### config.mk
export PLATFORM = sky130hd
export DESIGN_NAME = sm_sched
export DESIGN_NICKNAME = d
export VERILOG_FILES = /design/src/rtl/sm_sched.sv
export SDC_FILE = /design/constraint.sdc
export NUM_CORES = 1
export LEC_CHECK = 0
export CORE_MARGIN = 5
export CORE_UTILIZATION = 47
export CTS_BUF_LIST = sky130_fd_sc_hd__clkbuf_8
export DETAILED_ROUTE_END_ITERATION = 6
export PLACE_DENSITY = 0.86
export SLEW_MARGIN = 10
export SYNTH_ARGS = -nofsm -noshare
export SYNTH_HDL_FRONTEND = slang
export SYNTH_SLANG_ARGS = --single-unit
### constraint.sdc
create_clock -name clk_sys -period 4 [get_ports clk_sys]
set_clock_uncertainty 0.05 [all_clocks]
set_input_delay 0.4 -clock clk_sys [delete_from_list [all_inputs] [get_ports clk_sys]]
set_output_delay 0.4 -clock clk_sys [all_outputs]
set_load 0.1 [all_outputs]
### src/rtl/sm_sched.sv
// sm_sched -- eight-channel sample scheduler with an fx-bus register block.
//
// Each channel strobes a 16-bit smoothed sample into its own hold register.
// A round-robin arbiter moves pending samples into a single output register
// that drains through a valid/ready handshake. Samples that arrive while a
// channel is still pending overwrite the older value.
//
// Ports
//   clk_sys              system clock, rising edge
//   rst                  synchronous active-high reset
//   smN_data / smN_vld   per-channel sample and one-cycle strobe (N = 1..8)
//   out_data/out_ch/out_vld, out_rdy   scheduled output handshake
//   fx_waddr/fx_wr/fx_data             register write port
//   fx_raddr/fx_rd/fx_q                register read port (fx_q registered)
//   dev_id               device select, compared against addr[21:16]
//
// Register map (offset = addr[7:0])
//   0x00 EN   RW   channel enable mask, bit n = channel n+1
//   0x01 OVF  R/W1C sticky overrun flags
//   0x02 PEND RO   channels holding an undelivered sample
//
// Build option
//   SM_SCHED_OVF_EN  defined: overrun flags implemented.
//                    undefined: 0x01 reads 0x00 and writes are dropped.

module sm_sched (
  input  logic        clk_sys,
  input  logic        rst,
  input  logic [15:0] sm1_data,
  input  logic [15:0] sm2_data,
  input  logic [15:0] sm3_data,
  input  logic [15:0] sm4_data,
  input  logic [15:0] sm5_data,
  input  logic [15:0] sm6_data,
  input  logic [15:0] sm7_data,
  input  logic [15:0] sm8_data,
  input  logic        sm1_vld,
  input  logic        sm2_vld,
  input  logic        sm3_vld,
  input  logic        sm4_vld,
  input  logic        sm5_vld,
  input  logic        sm6_vld,
  input  logic        sm7_vld,
  input  logic        sm8_vld,
  output logic [15:0] out_data,
  output logic [2:0]  out_ch,
  output logic        out_vld,
  input  logic        out_rdy,
  input  logic [21:0] fx_waddr,
  input  logic [21:0] fx_raddr,
  input  logic        fx_wr,
  input  logic        fx_rd,
  input  logic [7:0]  fx_data,
  output logic [7:0]  fx_q,
  input  logic [5:0]  dev_id
);

  logic [15:0] sm_data [8];
  logic [7:0]  sm_vld;

  assign sm_data[0] = sm1_data;
  assign sm_data[1] = sm2_data;
  assign sm_data[2] = sm3_data;
  assign sm_data[3] = sm4_data;
  assign sm_data[4] = sm5_data;
  assign sm_data[5] = sm6_data;
  assign sm_data[6] = sm7_data;
  assign sm_data[7] = sm8_data;
  assign sm_vld = {sm8_vld, sm7_vld, sm6_vld, sm5_vld,
                   sm4_vld, sm3_vld, sm2_vld, sm1_vld};

  logic [7:0]  en_q;
  logic [7:0]  pend_q;
  logic [7:0]  ovf_q;
  logic [15:0] hold_q [8];
  logic [2:0]  ptr_q;

  // Address bits 15:8 do not take part in decode.
  logic unused_addr_bits;
  assign unused_addr_bits = ^{fx_waddr[15:8], fx_raddr[15:8]};

  logic wsel, rsel, wr_en;
  assign wsel  = fx_wr && (fx_waddr[21:16] == dev_id);
  assign rsel  = fx_rd && (fx_raddr[21:16] == dev_id);
  assign wr_en = wsel && (fx_waddr[7:0] == 8'h00);

  logic [7:0] cap;
  assign cap = sm_vld & en_q;

  // Output register can take a new word when empty or being drained now.
  logic load_ok;
  assign load_ok = !out_vld || out_rdy;

  // Round-robin: first pending channel after the last granted one.
  logic       gnt_vld;
  logic [2:0] gnt_idx;
  logic [2:0] cand;
  always_comb begin
    gnt_vld = 1'b0;
    gnt_idx = ptr_q;
    cand    = ptr_q;
    for (int i = 1; i <= 8; i++) begin
      cand = ptr_q + 3'(i);
      if (!gnt_vld && pend_q[cand]) begin
        gnt_vld = 1'b1;
        gnt_idx = cand;
      end
    end
  end

  logic       take;
  logic [7:0] gnt_oh;
  assign take   = gnt_vld && load_ok;
  assign gnt_oh = take ? (8'h01 << gnt_idx) : 8'h00;

  logic [7:0] en_next;
  logic [7:0] pend_next;
  assign en_next = wr_en ? fx_data : en_q;
  // A capture on the granted channel re-arms PEND; a disabled channel is
  // dropped as soon as the new mask lands.
  assign pend_next = ((pend_q & ~gnt_oh) | cap) & en_next;

  always_ff @(posedge clk_sys) begin
    if (rst) begin
      en_q     <= 8'hFF;
      pend_q   <= 8'h00;
      ptr_q    <= 3'd7;
      out_vld  <= 1'b0;
      out_data <= 16'h0000;
      out_ch   <= 3'd0;
      for (int i = 0; i < 8; i++) hold_q[i] <= 16'h0000;
    end else begin
      en_q   <= en_next;
      pend_q <= pend_next;
      for (int i = 0; i < 8; i++) begin
        if (cap[i]) hold_q[i] <= sm_data[i];
      end
      if (load_ok) begin
        out_vld <= gnt_vld;
        if (gnt_vld) begin
          // hold_q still carries the pre-capture value this cycle.
          out_data <= hold_q[gnt_idx];
          out_ch   <= gnt_idx;
          ptr_q    <= gnt_idx;
        end
      end
    end
  end

`ifdef SM_SCHED_OVF_EN
  logic       wr_ovf;
  logic [7:0] ovf_set;
  assign wr_ovf  = wsel && (fx_waddr[7:0] == 8'h01);
  assign ovf_set = cap & pend_q & ~gnt_oh;

  // Set has priority over a same-cycle write-1-clear.
  always_ff @(posedge clk_sys) begin
    if (rst) ovf_q <= 8'h00;
    else     ovf_q <= (ovf_q & ~(wr_ovf ? fx_data : 8'h00)) | ovf_set;
  end
`else
  assign ovf_q = 8'h00;
`endif

  logic [7:0] rd_mux;
  always_comb begin
    rd_mux = 8'h00;
    case (fx_raddr[7:0])
      8'h00:   rd_mux = en_q;
      8'h01:   rd_mux = ovf_q;
      8'h02:   rd_mux = pend_q;
      default: rd_mux = 8'h00;
    endcase
  end

  always_ff @(posedge clk_sys) begin
    if (rst) fx_q <= 8'h00;
    else     fx_q <= rsel ? rd_mux : 8'h00;
  end

endmodule

[Word-level counts from Yosys, hierarchy flattened]
Memories as Yosys holds them, arrays and structs flattened. A register that Yosys moved wholly into a read port is not among the register bits.
Index checks and enable logic that the tools add are counted.
Word-level totals
  bits in registers: 31
  RAM bits: 128
  input bits: 199
  output and inout bits: 28
  logic and storage cells: 133
  memories: 1
Memories
  hold_q: words 8, width 16, read ports 1, clocked after Yosys merged registers in 1, write ports 8, RTL line 75  | logic [15:0] hold_q [8];
Cells by class
  add/sub/neg operators: 7
  order comparisons: 8
  equal/unequal tests: 3
  shift-type cells: 1
  multiplexer cells: 69
  bitwise logic cells: 14
  reductions and logical operators: 24
Operators by type and width (count)
  $mux 16: 8
  $mux 1: 42
  $lt 3x4->1 const B: 8
  $and 8x8->8: 3
  $bmux 1 s3: 8
  $mux 3: 8
  $logic_not 8->1: 2
  $mux 8: 2
  $pmux 8 s2: 1
  $add 3x3->3 const B: 4
  $eq 6x6->1: 2
  $logic_and 1x1->1: 11
  $eq 8x2->1 const B: 1
  $logic_not 1->1: 8
  $not 8->8: 1
  $or 1x1->1: 8
  $or 8x8->8: 1
  $shl 1x3->8 const A: 1
  $add 3x2->3 const B: 2
  $add 3x1->3 const B: 1
  $reduce_and 2->1: 1
  $reduce_or 2->1: 1
  $logic_or 1x1->1: 1
  $not 1->1: 1

[Logic depth before layout (Yosys ltp)]
Gate-level depths: netlist of the first run.
  word-level depth: 31
  depth in mapped cells: 16
  mapped depth without buffers: 10

[Worst setup path before layout of the first run]
No wires, ideal clock.
  path type: reg2reg
  from: register ptr_q[1]
  to: register out_data[11], read port of hold_q
  setup time: 143 ps
  arrival: 3723 ps
  data required time: 3807 ps
  setup slack: 84 ps
  cell stages (with the launch flop): 15
  path buffers: 5
  clock period less this slack: 3916 ps
  path through: dfxtp_1 -> buf_2 -> buf_2 -> inv_1 -> ha_1 -> buf_2 -> mux2_2 -> mux4_2 -> o41ai_1 -> o22a_1 -> buf_2 -> clkbuf_1 -> a211oi_1 -> o311ai_1 -> o2111ai_2
On the way
  word-level cells in the longest chain between the ends: 26
  elaborated cells on any way between the ends: 54
  classes of those cells: add/sub: 7; mux: 32; reduce/logical: 15
Ends and longest elaborated chain
  start, declared: RTL line 76  | logic [2:0] ptr_q;
  start signal, assigned: RTL line 144  | ptr_q <= gnt_idx;
  $add 3x1->3: RTL line 103  | cand = ptr_q + 3'(i);
  $bmux 1 s3: RTL line 104  | if (!gnt_vld && pend_q[cand]) begin
  $mux 1 (not written as such): RTL line 104
  $mux 1: RTL line 104
  $logic_not 1->1: RTL line 104
  $logic_and 1x1->1: RTL line 104
  $mux 1: RTL line 104
  $logic_not 1->1: RTL line 104
  [... 10 more ...]
  $mux 1: RTL line 104
  $logic_not 1->1: RTL line 104
  $logic_and 1x1->1: RTL line 104
  $mux 1: RTL line 104
  $logic_not 1->1: RTL line 104
  $logic_and 1x1->1: RTL line 104
  $mux 1: RTL line 104
  $reduce_and 2->1 (no source line)
  end, declared: RTL line 45  | output logic [15:0] out_data,
Parallel ways exist; a longest one is shown, timed or not. The select of a mux whose other input is x is not followed.
A chain may end at the register's enable or synchronous reset.

[Final worst setup path of the first run]
  from: register ptr_q[1]
  to: register out_data[3], read port of hold_q
The elaborated chain is that of the path after synthesis.

==> results_dict.tcl, run 1 <==
set metrics [dict create \
    ant_nets 0 \
    slew-limit-headroom_pct 30.81 \
    start_kind "flop" \
    fp.dieArea_um2 23370 \
    slew_violations 0 \
    cp-end-kind "flop" \
    die_x_um 152.9 \
    rsz0062_at_grt "no" \
    min-delay-path-class "flop to flop" \
    outcome "complete, no violations" \
    synth.most_common_cell "and2_1" \
    grt_usage_pct 22.10 \
    ys_top_cells_by_count "130 x and2_1, 128 x edfxtp_1, 108 x inv_1, 52 x nand2_1, 50 x clkbuf_1" \
    ctsResizeCount 0 \
    clockBufferDepth 2 \
    clock_latency_ns 0.47 \
    syn_to_final_growth_pct 29.34 \
    cts_tree "yes" \
    netlist.area_leader.share_pct 40.06 \
    overflow 0 \
    cts_sinks 175 \
    drt_drc_violations_left 0 \
    worstSetupPathType "flop to flop" \
    power_density_nw_per_um2 727.5 \
    syn-num-nets 1076 \
    fin_nets 1273 \
    syn_area_um2 9594 \
    gp_congestion 0.8639 \
    netlist_instances 875 \
    drt_pass1_iterations 6 \
    finalSetupTns_ns 0 \
    wl_per_cell_um 19.55 \
    setup_viol 0 \
    ys_seq_area_share_pct 49.87 \
    core_um2 20170 \
    worstMarginPinSlew_ns 1.035 \
    antenna_found_initial 1 \
    grt_pass1_wl_um 40820 \
    cts_buffers 17 \
    placed_area_um2 12070 \
    post_cts_buffers 0 \
    numPortBuffers 210 \
    wl_um 26510 \
    nFillCells 1602 \
    post-dp-hpwl_um 19850 \
    num_rows 52 \
    hold_viol 0 \
    async_flop_share_pct 0 \
    ff_latch_area_um2 4785 \
    layout-drive-gt1-share_pct 10.88 \
    synth.distinct_cells 69 \
    min_period_ns 3.818 \
    cts_hold_buf 0 \
    htreeDepth 4 \
    synth_top_area_cell "edfxtp_1" \
    clockRootBuffer "clkbuf_8" \
    whs_ns 0.4120 \
    final_cell_area_um2 12410 \
    ys_warn_count 0 \
    path_max_fanout 32 \
    vias_per_cell 5.555 \
    ys_ff_latch 175 \
    fin_crit_sh_pct 95.45 \
    yosys-top-cells-area "edfxtp_1 40%, dfxtp_1 9.8%, and2_1 8.5%, mux4_2 4.9%, inv_1 4.2%" \
    ir_drop_mv 0.6894 \
    ios 227 \
    syn_area_per_cell_um2 10.96 \
    maxCapViolations 0 \
    cp.required_ns 4.27 \
    crit_arrival_ns 4.09 \
    synth_top_flop_cell "edfxtp_1" \
    die_h_um 152.9 \
    start_util_pct 47.57 \
    max_freq_mhz 261.9 \
    synth-edff-count 128 \
    drt_iter0_drc 932 \
    vias 7532 \
    grt_max_degree 41 \
    multiInputGateArea_um2 4151 \
    grt_pass1_vias 7473 \
    clkTransAtPathRegs_ns 0.09 \
    p_leak_nw 4.803 \
]
[kinds of logic after synthesis]
| family | after synthesis | share of synthesized area (%) |
|---|---|---|
| AO/OA/AOI/OAI | 143 | 12.44 |
| AND/OR/NAND/NOR | 299 | 17.49 |
| buffers and inverters | 175 | 7.342 |
| multiplexers | 67 | 11.12 |
| XOR/XNOR | 14 | 1.474 |
| flip-flops | 175 | 49.87 |
| adder cells (fa/ha/maj) | 2 | 0.2608 |
[cells in the final DEF (no fill, tap or decap), types with 3 or more instances in the layout]
master	synthesis	final
nand4_1	3	3
and3_1	32	32
o41ai_1	5	4
mux2_2	16	16
buf_12	1	3
nand2_1	52	52
nand2b_1	3	3
a211oi_1	38	38
clkinvlp_4	0	4
mux4_1	7	7
nor2_1	27	27
o2111ai_1	14	14
o2111ai_2	3	3
clkdlybuf4s50_1	0	209
clkbuf_8	0	17
o311ai_1	17	17
o311ai_0	15	15
dfxtp_1	47	47
a21oi_1	9	9
or3_1	4	4
edfxtp_1	128	128
and2_1	130	130
a32oi_1	4	4
xnor2_1	10	10
buf_4	1	31
mux4_2	21	21
nor3_1	3	3
o21ai_0	6	6
mux2i_1	23	23
inv_1	108	112
nor2b_1	33	33
xor2_1	3	3
[where the power goes]
group / switching (W) / total (W) / internal [W]
sequential: 0.000133 / 0.00228 / 0.00214
combinational: 0.00332 / 0.00566 / 0.00235
clock: 0.000661 / 0.00109 / 0.000425
total: 0.00411 / 0.00903 / 0.00492
[cell type report]
type	count	area share, %
Clock buffer	17	1.885
Timing Repair Buffer	244	19.26
Clock inverter	15	0.8066
Inverter	109	3.297
Tap cell	270	2.722
Sequential cell	175	38.56
Antenna cell	1	0.02017
Multi-Input combinational cell	525	33.45
[sequential cells by signal, indices dropped and copies added, names as in the netlist]
name,flops
hold_q,128
out_data,16
en_q,8
out_ch,3
pend_q,8
ptr_q,3
fx_q,8
out_vld,1
[final timing paths]
path	from	endpoint	slack, ns	depth (start not counted)
hold / removal	out_ch[0]	out_ch[0]	0.41	2
hold reg to reg	out_ch[0]	out_ch[0]	0.41	2
setup reg to reg	ptr_q[1]	out_data[3]	0.18	11
setup / recovery	ptr_q[1]	out_data[3]	0.18	11
[metrics by stage]
step           util, %  power, W  std cells  setup WS (ns)
6_report         61.53  0.009028       1356         0.1820
5_1_grt          61.53  0.009491       1356        0.01180
4_1_cts          61.48  0.008982       1355        0.08149
3_5_place_dp     59.82  0.007896       1323         0.1147
3_3_place_gp     59.82  0.007811       1323         0.1530
2_1_floorplan        -  0.006106        875        0.08402
[metal layers]
layer  global-route usage [%]  wire (um)
met2                    36.40      13180
met1                    28.91      10300
met4                    9.249       1068
met3                    4.100       1955
met5                        0          0
[critical path, stage by stage (launching register included)]
cell and delay (ns):
dfxtp_1 0.34, inv_1 0.09, ha_1 0.48, mux2_2 0.37, mux4_2 0.56, o41ai_2 0.42
buf_4 0.19, o21bai_4 0.08, buf_4 0.24, and3_1 0.21, o311ai_0 0.46, o2111ai_1 0.18
Note: power is estimated with default switching activity, not from simulation.
==> inputs of run 2 (changes only) <==
--- a/config.mk
+++ b/config.mk
@@ -9,6 +9,7 @@
 export CORE_UTILIZATION = 47
 export CTS_BUF_LIST = sky130_fd_sc_hd__clkbuf_8
 export DETAILED_ROUTE_END_ITERATION = 6
+export GPL_ROUTABILITY_DRIVEN = 1
 export PLACE_DENSITY = 0.86
 export SLEW_MARGIN = 10
 export SYNTH_ARGS = -nofsm -noshare
==> results of run 2 <==
The final DEF is identical to that of run 1; final timing and power are the same.
==> inputs of run 3 (changes only) <==
--- a/config.mk
+++ b/config.mk
@@ -5,12 +5,14 @@
 export SDC_FILE = /design/constraint.sdc
 export NUM_CORES = 1
 export LEC_CHECK = 0
+export CELL_PAD_IN_SITES_DETAIL_PLACEMENT = 0
+export CELL_PAD_IN_SITES_GLOBAL_PLACEMENT = 1
 export CORE_MARGIN = 5
-export CORE_UTILIZATION = 47
+export CORE_UTILIZATION = 36
 export CTS_BUF_LIST = sky130_fd_sc_hd__clkbuf_8
 export DETAILED_ROUTE_END_ITERATION = 6
 export GPL_ROUTABILITY_DRIVEN = 1
-export PLACE_DENSITY = 0.86
+export PLACE_DENSITY = 0.85
 export SLEW_MARGIN = 10
 export SYNTH_ARGS = -nofsm -noshare
 export SYNTH_HDL_FRONTEND = slang
==> run 3 against run 2 <==
- via count is 2.5% lower
- flip-flop and latch count stayed put
- worst setup slack worse by 0.017 ns
- register-to-register slack worse by 0.02 ns
- combinational power hardly changed
- non-clock buffer count is 5 higher
- count of clock-buffer cells in the layout is 4 higher
- critical path depth is 1 lower
- core utilization is 13 points lower
- maximum frequency is 0.44% lower
- die area is 28% higher
- sequential power hardly changed
- critical path type unchanged
- critical endpoint is now out_data[5]
==> results_dict.tcl, run 3 (synthesized netlist as in run 1, its figures left out) <==
set metrics [dict create \
    largest_reg_flops 128 \
    wl_um 27040 \
    r2r_setup_slack_ns 0.17 \
    die_h_um 173.3 \
    placed_cells 1393 \
    grt_max_degree 66 \
    final-instance-count-excl-fill 1425 \
    top_regs "hold_q x128, out_data x16" \
    setup_viol 0 \
    final_cell_mix "209 x clkdlybuf4s50_1, 130 x and2_1, 128 x edfxtp_1, 110 x inv_1, 52 x nand2_1" \
    ant_nets 0 \
    clkTransAtPathRegs_ns 0.09 \
    finalSetupTns_ns 0 \
    drt_pass1_iterations 5 \
    worstMarginPinSlew_ns 1.067 \
    post-dp-hpwl_um 20430 \
    cp.required_ns 4.31 \
    cts_hold_buf 0 \
    grt_pass1_wl_um 41800 \
    worstSetupPathType "flop to flop" \
    layout-drive-gt1-share_pct 11.47 \
    grt_usage_pct 17.69 \
    drt_iter0_drc 576 \
    grt_pass1_vias 7337 \
    ff_latch_area_um2 4785 \
    die_x_um 173.3 \
    antenna_found_initial 0 \
    power_density_nw_per_um2 728.5 \
    fp.dieArea_um2 30020 \
    min_from "out_ch[0]" \
    drt_drc_violations_left 0 \
    p_leak_nw 4.850 \
    min-delay-path-class "flop to flop" \
    start_util_pct 36.71 \
    placed_area_um2 12170 \
    crit_path_end "out_data[5]" \
    total_power_w 0.009154 \
    numPortBuffers 210 \
    maxCapViolations 0 \
    path_max_fanout 16 \
    cts_sinks 175 \
    crit_arrival_ns 4.15 \
    cp-end-kind "flop" \
    wl_per_cell_um 18.98 \
    nFillCells 2460 \
    htreeDepth 4 \
    max_freq_mhz 260.8 \
    ios 227 \
    clockRootBuffer "clkbuf_8" \
    num_rows 59 \
    outcome "complete, no violations" \
    clock_latency_ns 0.45 \
    r2r-end "out_data[5]" \
    final_core_utilization_pct 48.08 \
    antenna_cells 0 \
    vias_per_cell 5.153 \
    ir_drop_mv 0.8710 \
    critPathLaunch "ptr_q[1]" \
    vias 7343 \
    cts_tree "yes" \
    slew_violations 0 \
    core_um2 26130 \
    fin_nets 1278 \
    overflow 0 \
    r2r-start "ptr_q[1]" \
    hold_viol 0 \
    syn_to_final_growth_pct 30.97 \
    min_period_ns 3.835 \
    rsz0062_at_grt "no" \
    slew-limit-headroom_pct 28.68 \
    fin_crit_sh_pct 95.87 \
    multiInputGateArea_um2 4144 \
    final_cell_area_um2 12570 \
    post_cts_buffers 0 \
    clockBufferDepth 2 \
    gp_congestion 0.8310 \
    ff2ff_path_depth 10 \
    final_common_cell "clkdlybuf4s50_1" \
    cts_buffers 17 \
    largest-register "hold_q" \
    start_kind "flop" \
]
## run 3: cell count changes in the layout (fill, tap and decap cells not counted), sizes merged
cell      before  now
inv          116  114
diode          1    0
clkinv         4    3
clkbuf        17   21
buf           35   40
bufinv         0    1
clkinvlp       4    2
## run 3: report_power, final
| part | switching, W | leakage (nW) | total (W) | internal (W) |
|---|---|---|---|---|
| combinational | 0.00332 | 2.86 | 0.00564 | 0.00232 |
| sequential | 0.000139 | 1.79 | 0.00228 | 0.00214 |
| clock | 0.000669 | 0.202 | 0.00123 | 0.000565 |
## run 3: metrics by stage
step	hold WS [ns]	setup WS, ns
after detailed placement	0.4041	0.2385
after floorplan	0.4247	0.08402
final	0.4119	0.1653
after CTS	0.4173	0.1999
after global placement	0.4047	0.2368
after global routing	0.4575	0.005917
## run 3: metal layers
metal | global-route usage, % | routed length (um) | vias up
met2 | 30.48 | 13700 | 253
met4 | 4.024 | 378 | 0
met1 | 23.41 | 11390 | 3530
met5 | 0 | 0 | -
met3 | 3.119 | 1572 | 23
li1 | - | - | 3537
## run 3: area by class of cell
type,count,area share (%)
Clock buffer,21,2.300
Clock inverter,11,0.8364
Inverter,109,3.256
Multi-Input combinational cell,525,32.98
Sequential cell,175,38.08
Tap cell,335,3.336
Timing Repair Buffer,249,19.22
## run 3: timing repair
action / in CTS / in global routing
gates resized for setup: 0 / 3
setup endpoints to repair: 0 / 3
endpoints found under the hold margin: 0 / 0
## run 3: worst min-delay path by stage
stage | end | cells after the start
after global routing | out_ch[0] | 2
after CTS | out_ch[0] | 2
after global placement | out_ch[0] | 2
after detailed placement | out_ch[0] | 2
after floorplan | pend_q[7] | 2
final | out_ch[0] | 2
## run 3: critical path: stages (launching register included)
cell       delay, ns
dfxtp_1         0.35
inv_1           0.09
ha_1            0.44
mux2_2          0.37
mux4_2          0.55
or2_4           0.30
o221ai_4        0.28
xnor2_4         0.19
buf_4           0.32
mux4_2          0.59
o2111ai_1       0.21
